`config.mk`:
```
export PLATFORM = sky130hd
export DESIGN_NAME = conv_frame_tx
export DESIGN_NICKNAME = d
export VERILOG_FILES = /design/src/rtl/conv_pkg.sv /design/src/rtl/conv_skid.sv /design/src/rtl/conv_frame_tx.sv
export SDC_FILE = /design/constraint.sdc
export NUM_CORES = 1
export LEC_CHECK = 0
export ABC_AREA = 1
export ABC_CLOCK_PERIOD_IN_PS = 2720
export CAP_MARGIN = 20
export CELL_PAD_IN_SITES_DETAIL_PLACEMENT = 0
export CELL_PAD_IN_SITES_GLOBAL_PLACEMENT = 1
export CORE_MARGIN = 4
export CORE_UTILIZATION = 43
export DETAILED_ROUTE_END_ITERATION = 16
export DONT_BUFFER_PORTS = 1
export GPL_TIMING_DRIVEN = 0
export PLACE_DENSITY = 0.82
export SLEW_MARGIN = 20
export SYNTH_ARGS = -nofsm -noshare
export SYNTH_HDL_FRONTEND = slang
export SYNTH_SLANG_ARGS = --single-unit
```
`constraint.sdc`:
```
create_clock -name clk -period 2.72 [get_ports clk]
set_clock_uncertainty 0.2 [all_clocks]
set_input_delay 0.272 -clock clk [delete_from_list [all_inputs] [get_ports clk]]
set_output_delay 0.272 -clock clk [all_outputs]
set_load 0.05 [all_outputs]
```
`src/rtl/conv_pkg.sv`:
```
// conv_pkg: shared types for the convolution frame transmitter.
package conv_pkg;
    localparam int MAX_DIM = 1024;
    localparam int PIX_W   = 8;

    typedef logic [$clog2(MAX_DIM):0] dim_t;
    typedef logic [PIX_W-1:0] pixel_t;

    typedef struct packed {
        pixel_t data;
        logic   user;
        logic   last;
    } beat_t;

    typedef enum logic [1:0] {IDLE, ACTIVE, DRAIN} state_e;
endpackage

```
`src/rtl/conv_skid.sv`:
```
// conv_skid: 2-entry skid buffer with registered outputs and full throughput.
module conv_skid #(
    parameter type T = logic
) (
    input  logic clk,
    input  logic arst_n,
    input  logic in_vld_i,
    input  T     in_dat_i,
    output logic full_o,
    output logic empty_o,
    output logic out_vld_o,
    input  logic out_rdy_i,
    output T     out_dat_o
);
    logic [1:0] cnt_q, cnt_d;
    T           head_q, head_d, skid_q, skid_d;
    logic       pop, psh;

    assign pop       = out_vld_o && out_rdy_i;
    assign psh       = in_vld_i && (!full_o || pop);
    assign full_o    = cnt_q == 2'd2;
    assign empty_o   = cnt_q == 2'd0;
    assign out_vld_o = !empty_o;
    assign out_dat_o = head_q;

    // head refills from skid when it holds the older beat, otherwise from the input
    always_comb begin
        cnt_d  = cnt_q + {1'b0, psh} - {1'b0, pop};
        head_d = (pop || empty_o) ? (full_o ? skid_q : in_dat_i) : head_q;
        skid_d = (psh && cnt_d == 2'd2) ? in_dat_i : skid_q;
    end

    always_ff @(posedge clk or negedge arst_n) begin
        if (!arst_n) cnt_q <= 2'd0;
        else         cnt_q <= cnt_d;
    end

    always_ff @(posedge clk) begin
        head_q <= head_d;
        skid_q <= skid_d;
    end
endmodule

```
`src/rtl/conv_frame_tx.sv`:
```
// conv_frame_tx: frames raw pixels into an AXI-stream with SOF (tuser) and EOL (tlast) tags.
module conv_frame_tx
    import conv_pkg::*;
(
    input  logic   clk,
    input  logic   arst_n,
    input  logic   start_i,
    input  dim_t   cfg_width_i,
    input  dim_t   cfg_height_i,
    output logic   busy_o,
    output logic   done_o,
    output logic   cfg_err_o,
    input  logic   pix_vld_i,
    input  pixel_t pix_dat_i,
    output logic   pix_rdy_o,
    output logic   m_tvalid_o,
    output pixel_t m_tdata_o,
    output logic   m_tuser_o,
    output logic   m_tlast_o,
    input  logic   m_tready_i
);
    state_e state_q, state_d;
    dim_t   col_q, col_d, row_q, row_d, w_q, w_d, h_q, h_d;
    logic   err_q, err_d;
    logic   full, empty, acc, eol, eof;
    beat_t  beat, m_beat;

    assign pix_rdy_o = state_q == ACTIVE && !full;
    assign acc       = pix_vld_i && pix_rdy_o;
    assign eol       = col_q == w_q - dim_t'(1);
    assign eof       = eol && row_q == h_q - dim_t'(1);
    assign beat      = '{pix_dat_i, row_q == '0 && col_q == '0, eol};
    assign busy_o    = state_q != IDLE;
    assign done_o    = state_q == DRAIN && empty;
    assign cfg_err_o = err_q;

    always_comb begin
        state_d = state_q;
        col_d   = col_q;
        row_d   = row_q;
        w_d     = w_q;
        h_d     = h_q;
        err_d   = 1'b0;
        case (state_q)
            IDLE: if (start_i) begin
                if (cfg_width_i != '0 && cfg_height_i != '0) begin
                    w_d     = cfg_width_i;
                    h_d     = cfg_height_i;
                    col_d   = '0;
                    row_d   = '0;
                    state_d = ACTIVE;
                end else begin
                    err_d = 1'b1;
                end
            end
            ACTIVE: if (acc) begin
                col_d   = eol ? '0 : col_q + dim_t'(1);
                row_d   = eol ? row_q + dim_t'(1) : row_q;
                state_d = eof ? DRAIN : ACTIVE;
            end
            DRAIN:   state_d = empty ? IDLE : DRAIN;
            default: state_d = IDLE;
        endcase
    end

    always_ff @(posedge clk or negedge arst_n) begin
        if (!arst_n) begin
            state_q <= IDLE;
            col_q   <= '0;
            row_q   <= '0;
            err_q   <= 1'b0;
        end else begin
            state_q <= state_d;
            col_q   <= col_d;
            row_q   <= row_d;
            err_q   <= err_d;
        end
    end

    always_ff @(posedge clk) begin
        w_q <= w_d;
        h_q <= h_d;
    end

    conv_skid #(.T(beat_t)) u_skid (
        .clk       (clk),
        .arst_n    (arst_n),
        .in_vld_i  (acc),
        .in_dat_i  (beat),
        .full_o    (full),
        .empty_o   (empty),
        .out_vld_o (m_tvalid_o),
        .out_rdy_i (m_tready_i),
        .out_dat_o (m_beat)
    );

    assign m_tdata_o = m_beat.data;
    assign m_tuser_o = m_beat.user;
    assign m_tlast_o = m_beat.last;
endmodule

```
==> metrics.txt, run 1 <==
clock-pin slew on the worst setup and hold paths=0.08 ns; outcome=finished, final reports clean; crit path DAT=2.48 ns; most frequent cells in the layout=nand2_1 (148), inv_1 (70), nor2_1 (54), nand3_1 (51), edfxtp_1 (42); R2R depth=11; DRT antenna net count=0; final WL=10000 um; CTS HTree Levels=3; vias per inst=5.02; most common cell after layout, fill and taps aside=nand2_1; Finished Layout Cells=708; LEAKAGE=2.31 nW; antenna violations before repair=0; worst vdd ir=0.346 mV; pre-CTS setup slack=-0.265 ns; clk root buf=clkbuf_8; Die ar.=0.0113 mm^2; sequential element share of the synthesized area=46.5%; Worst Hold Path EP=state_q[1]; total track usage=18.7%; total grt overflow=0; Worst path max stage delay=0.39 ns; Rel. slew slack=40.5%; initial core utilization=44.7%; R2R Path End=u_skid.skid_q[9]; WL per Instance=14.2 um; crit path max fanout=10; total negative slack=0 ns; 1st-iter DRT viols=141; Die Span Y=106 um; first-pass GRT wire length=16700 um; GPL Wtd Cong=0.839; ys async rst share=39.1%; Yosys cell types=37; Hold Vio Cnt, Final=0; antenna fix cells=0; largest net degree at the start of global routing=28; placed insts=653; reg-to-reg startpoint=state_q[0]; Data required, critical path=2.59 ns; I/O pin total=50; CTS Buffer Depth=2; CTS Buf Count=9; Synthesized Nets=567; cell count of the worst hold path=4; Worst setup SP type=flip-flop; critical path class=flip-flop to flip-flop; critical path cell sequence=inv_2 > nor2_4 > inv_2 > nor2_4 > nand2_4 > inv_1 > ha_1 > xor2_2 > xor2_1 > nor3_4 > buf_12; worst skew pair latency=0.36 ns; DP Wirelength=7270 um; Num Clock Sinks=69; Area Growth Syn to Fin=20.0%; RSZ-0062 raised after global routing=false; Post-synth top flop=edfxtp_1; number of synthesized register bits=69; share of cells above drive strength 1=8.98%; Maximum Capacitance Violations=0; die width=106 um; hold_sp=pix_vld_i; PnR worst setup slack=0.115 ns; Crit-path slowest cell=dfrtp_1; Syn. warnings=0; period utilization=95.8%; Cell Pwr Density=875 mW/mm^2; fin. max-slew vios=0; via count=3556; Core Area=0.00933 mm^2; synthesized area per cell=7.95 um^2; Peak Freq=384 MHz; slew at the pin with the worst max-slew slack=0.888 ns; vias in the first global route=3475; worst min path class=input pin to flip-flop; IO Port Bufs=0; Pre-antenna DRT Iters=5; post-route DRC violation count=0; Worst R2R Setup Slack=0.12 ns; synthesized instance count=524; layout net count=617; Core Rows=35; Post-synth EDFFs=42; Crit. End Element=flip-flop; Post-Syn Area=0.00417 mm^2; PnR Total Power=4.37 mW; Final Critical Period=2.60 ns; CTS tree=done; Setup Viol. Count Final=0
[layout make-up]
cell class / count / area, um^2
clock buffer: 9 / 124
inverter: 75 / 285
multi-input combinational: 372 / 1940
buffer: 8 / 57.6
sequential: 69 / 1940
timing repair inverter: 3 / 17.5
clock inverter: 7 / 104
timing repair buffer: 36 / 375
tap: 129 / 161
fill: 891 / 4330
[stage by stage]
stage          instance area, um^2  hold WS (ns)  util [%]
3_3_place_gp                  4340        -0.223      46.5
3_5_place_dp                  4350        -0.223      46.6
6_report                      5000        0.0259      53.6
4_1_cts                       4970        0.0510      53.3
2_1_floorplan                 4180        -0.224         -
5_1_grt                       5000        0.0468      53.6
[power breakdown]
| part | switching [mW] | internal (mW) |
|---|---|---|
| Sequential | 0.422 | 1.42 |
| Clock | 0.450 | 0.529 |
| Combinational | 1.03 | 0.514 |
| Total | 1.90 | 2.47 |
[what timing repair did]
action                     4_1_cts  5_1_grt
resized for setup                3        6
setup endpoints to repair       32       29
buffers inserted                 2        1
hold buffers                    33        0
gates cloned                     3        0
hold endpoints to repair        66        0
pin swaps                        2        3
[flip-flops by register name, indices dropped and copies added, names as in the netlist]
register	flops
state_q	2
row_q	11
u_skid.skid_q	10
u_skid.cnt_q	2
h_q	11
cfg_err_o	1
col_q	11
w_q	11
u_skid.out_dat_o	10
[worst max-delay path: cells and delay by family, from the launching register on]
kind	cells	cell delay, ns
DFF	1	0.39
xor gates and xnor gates	2	0.30
buffers and inverters	4	0.44
and+or+nand+nor	4	0.79
adders and majority gates	1	0.19
[cells by family after synthesis]
| family | count (synthesis) | share of synthesized area (%) |
|---|---|---|
| and+or+nand+nor | 312 | 32.8 |
| adders and majority gates | 8 | 2.40 |
| AOI/OAI and AO/OA | 19 | 3.27 |
| xor gates and xnor gates | 33 | 6.94 |
| buffers and inverters | 83 | 8.14 |
| DFF | 69 | 46.5 |
[per-layer routing]
layer	vias to the layer above	global-route usage (%)	share of wire, %
li1	1809	-	-
met1	1673	22.6	43
met2	64	32.8	52
met3	10	4.31	3.5
met4	0	6.21	1.4
met5	-	0	0
[Yosys cell counts, types with 2 or more instances]
library cell	instances	share of area (%)
nor2_1	56	5.0
ha_1	8	2.4
edfxtp_1	42	30
nor4_1	9	1.4
o21ai_0	8	0.96
inv_2	3	0.27
nand3_1	52	6.2
nand3b_1	3	0.54
or2_2	2	0.30
nor2_2	4	0.60
inv_1	71	6.4
nand2_2	3	0.45
clkbuf_1	2	0.18
nand2_1	149	13
xnor2_1	5	1.1
dfrtp_1	27	16
buf_6	3	0.81
nand4_1	18	2.7
xor2_1	28	5.9
nor3_1	14	1.7
[how the worst max path moves through the flow]
stage                           from          endpoint  depth (start not counted)
after floorplan           state_q[1]  u_skid.skid_q[0]                          9
after CTS                 state_q[0]  u_skid.skid_q[9]                         11
after global routing          w_q[0]          row_q[2]                         14
final                     state_q[0]  u_skid.skid_q[9]                         11
after detailed placement  state_q[0]  u_skid.skid_q[2]                         10
after global placement    state_q[0]  u_skid.skid_q[5]                         10
No activity file was read; power rests on OpenSTA's default activity.
==> inputs of run 2 (changes only) <==
ABC_CLOCK_PERIOD_IN_PS = 2700   (was 2720)
CAP_MARGIN = default   (was 20)
CORE_UTILIZATION = 47   (was 43)
PLACE_DENSITY = 0.85   (was 0.82)
clock period = 2.7 ns   (was 2.72 ns; I/O delays follow)
==> metrics.txt, run 2 (same netlist as run 1, synthesis figures left out) <==
Area Growth Syn to Fin=20.7% (was 20.0%); CTS Buffer Depth=2 (unchanged); via count=3625 (was 3556); first-pass GRT wire length=17200 um (was 16700 um); WHS=-0.000943 ns (was 0.0259 ns); Rel. slew slack=39.2% (was 40.5%); period utilization=96.9% (was 95.8%); LEAKAGE=2.33 nW (was 2.31 nW); die width=102 um (was 106 um); net switching fraction of the power=44.3% (was 43.5%); CP delay by family, top=simple AND/OR/NAND/NOR gates (unchanged); Internal=2.47 mW (about the same); DRT antenna net count=0 (unchanged); combinational share of power=37.9% (was 35.4%); worst vdd ir=0.399 mV (was 0.346 mV); Pre-antenna DRT Iters=4 (was 5); worst path bufs/invs=4 (unchanged); DP Wirelength=7520 um (was 7270 um); Data required, critical path=2.57 ns (was 2.59 ns); Sw Pwr=1.96 mW (was 1.90 mW); Die ar.=0.0104 mm^2 (was 0.0113 mm^2); post-route DRC violation count=0 (unchanged); CTS tree=done (unchanged); outcome=finished with violations (was finished, final reports clean); Core Rows=34 (was 35); Worst setup SP type=flip-flop (unchanged); IO Port Bufs=0 (unchanged); Final Critical Period=2.62 ns (was 2.60 ns); share of cells above drive strength 1=10.1% (was 8.98%); Cell Pwr Density=881 mW/mm^2 (was 875 mW/mm^2); Clk pwr share=20.1% (was 22.4%); final WL=10500 um (was 10000 um); Worst path max stage delay=0.39 ns (about the same); Num Clock Sinks=69 (unchanged); GPL Wtd Cong=0.870 (was 0.839); vias in the first global route=3611 (was 3475); most frequent cells in the layout=nand2_1 (148), inv_1 (69), nor2_1 (55), nand3_1 (51), edfxtp_1 (42) (was nand2_1 (148), inv_1 (70), nor2_1 (54), nand3_1 (51), edfxtp_1 (42)); fin. max-slew vios=0 (unchanged); PnR worst setup slack=0.0836 ns (was 0.115 ns); total negative slack=0 ns (unchanged); critical path class=flip-flop to flip-flop (unchanged); antenna violations before repair=0 (unchanged); worst min path class=input pin to flip-flop (unchanged); Core Area=0.00868 mm^2 (was 0.00933 mm^2); layout net count=622 (was 617); WL per Instance=15.2 um (was 14.2 um); worst skew pair latency=0.34 ns (was 0.36 ns); I/O pin total=50 (unchanged); CTS Buf Count=9 (unchanged); Crit. End Element=flip-flop (unchanged); pre-CTS setup slack=-0.262 ns (was -0.265 ns); slew at the pin with the worst max-slew slack=0.908 ns (was 0.888 ns); total grt overflow=0 (unchanged); Peak Freq=382 MHz (was 384 MHz); sequential share of power=42.0% (was 42.3%); crit path max fanout=8 (was 10); Maximum Capacitance Violations=0 (unchanged); critical path cell sequence=inv_2 > nor2_4 > inv_2 > nor2_4 > nand2_4 > inv_1 > ha_2 > xor2_2 > xor2_2 > nor3_4 > buf_12 (was inv_2 > nor2_4 > inv_2 > nor2_4 > nand2_4 > inv_1 > ha_1 > xor2_2 > xor2_1 > nor3_4 > buf_12); Setup Viol. Count Final=0 (unchanged); failing checks=negative hold slack; clock-pin slew on the worst setup and hold paths=0.09 ns (was 0.08 ns); antenna fix cells=0 (unchanged); largest net degree at the start of global routing=28 (unchanged); clk root buf=clkbuf_8 (unchanged); Hold Vio Cnt, Final=1 (was 0); vias per inst=5.24 (was 5.02); Crit-path slowest cell=dfrtp_1 (unchanged); 1st-iter DRT viols=179 (was 141); crit path DAT=2.49 ns (was 2.48 ns); most common cell after layout, fill and taps aside=nand2_1 (unchanged); initial core utilization=48.0% (was 44.7%); total track usage=21.2% (was 18.7%); Die Span Y=102 um (was 106 um); CTS HTree Levels=3 (unchanged)
-- run 2: power groups by stage --
stage	clock network, mW	logic (mW)	registers (mW)
detailed placement	0	1.41	1.89
finish	0.888	1.68	1.86
floorplan	0	1.11	1.82
CTS	0.898	1.64	1.86
global route	0.949	1.86	1.90
global placement	0	1.36	1.88
-- run 2: path summary, 6_finish.rpt --
| path | startpoint | to | slack (ns) | cells after the start |
|---|---|---|---|---|
| min reg2reg | u_skid.skid_q[8] | u_skid.out_dat_o[8] | 0.32 | 2 |
| max | state_q[0] | u_skid.skid_q[3] | 0.08 | 11 |
| min in group asynchronous | arst_n | col_q[6] | 0.15 | 2 |
| max reg2reg | state_q[0] | u_skid.skid_q[3] | 0.08 | 11 |
| min | pix_vld_i | state_q[1] | -0.0009 | 4 |
| max in group asynchronous | arst_n | cfg_err_o | 1.98 | 2 |
-- run 2: what timing repair did --
| action | in CTS | in global routing |
|---|---|---|
| hold buffers | 33 | 0 |
| pin swaps | 2 | 5 |
| gates resized for setup | 6 | 5 |
| endpoints found under the hold margin | 66 | 0 |
| endpoints found under the setup margin | 32 | 31 |
| cloned | 2 | 0 |
| buffers inserted | 6 | 3 |
-- run 2: through the flow --
step	cell area (um^2)	utilization (%)	instances	power (mW)	hold slack (ns)
after global routing	5030	58.0	692	4.71	0.0382
after detailed placement	4320	49.8	632	3.29	-0.225
after CTS	4990	57.5	689	4.39	0.0251
final	5030	58.0	692	4.43	-0.000943
after floorplan	4180	-	524	2.93	-0.226
after global placement	4320	49.7	632	3.24	-0.225
-- run 2: area by class of cell --
type / count / area (um^2)
multi-input cells: 372 / 1950
clock inverters: 7 / 81.3
repair inverters: 2 / 12.5
well taps: 108 / 135
flip-flops and latches: 69 / 1940
inverters: 75 / 285
repair buffers: 42 / 445
plain buffers: 8 / 57.6
clock buffers: 9 / 124
fillers: 787 / 3650
-- run 2: worst reg2reg max path, cell delays in order (launching register included) --
cell     delay, ns
dfrtp_1       0.39
inv_2         0.10
nor2_4        0.17
inv_2         0.09
nor2_4        0.33
nand2_4       0.11
inv_1         0.10
ha_2          0.20
xor2_2        0.19
xor2_2        0.13
nor3_4        0.19
buf_12        0.16
-- run 2: layer usage --
metal,share of wire (%),GRT usage [%],vias up
met5,0,0,-
met1,44,26.5,1694
li1,-,-,1816
met4,1.5,5.45,0
met3,5.6,5.46,14
met2,49,36.7,101
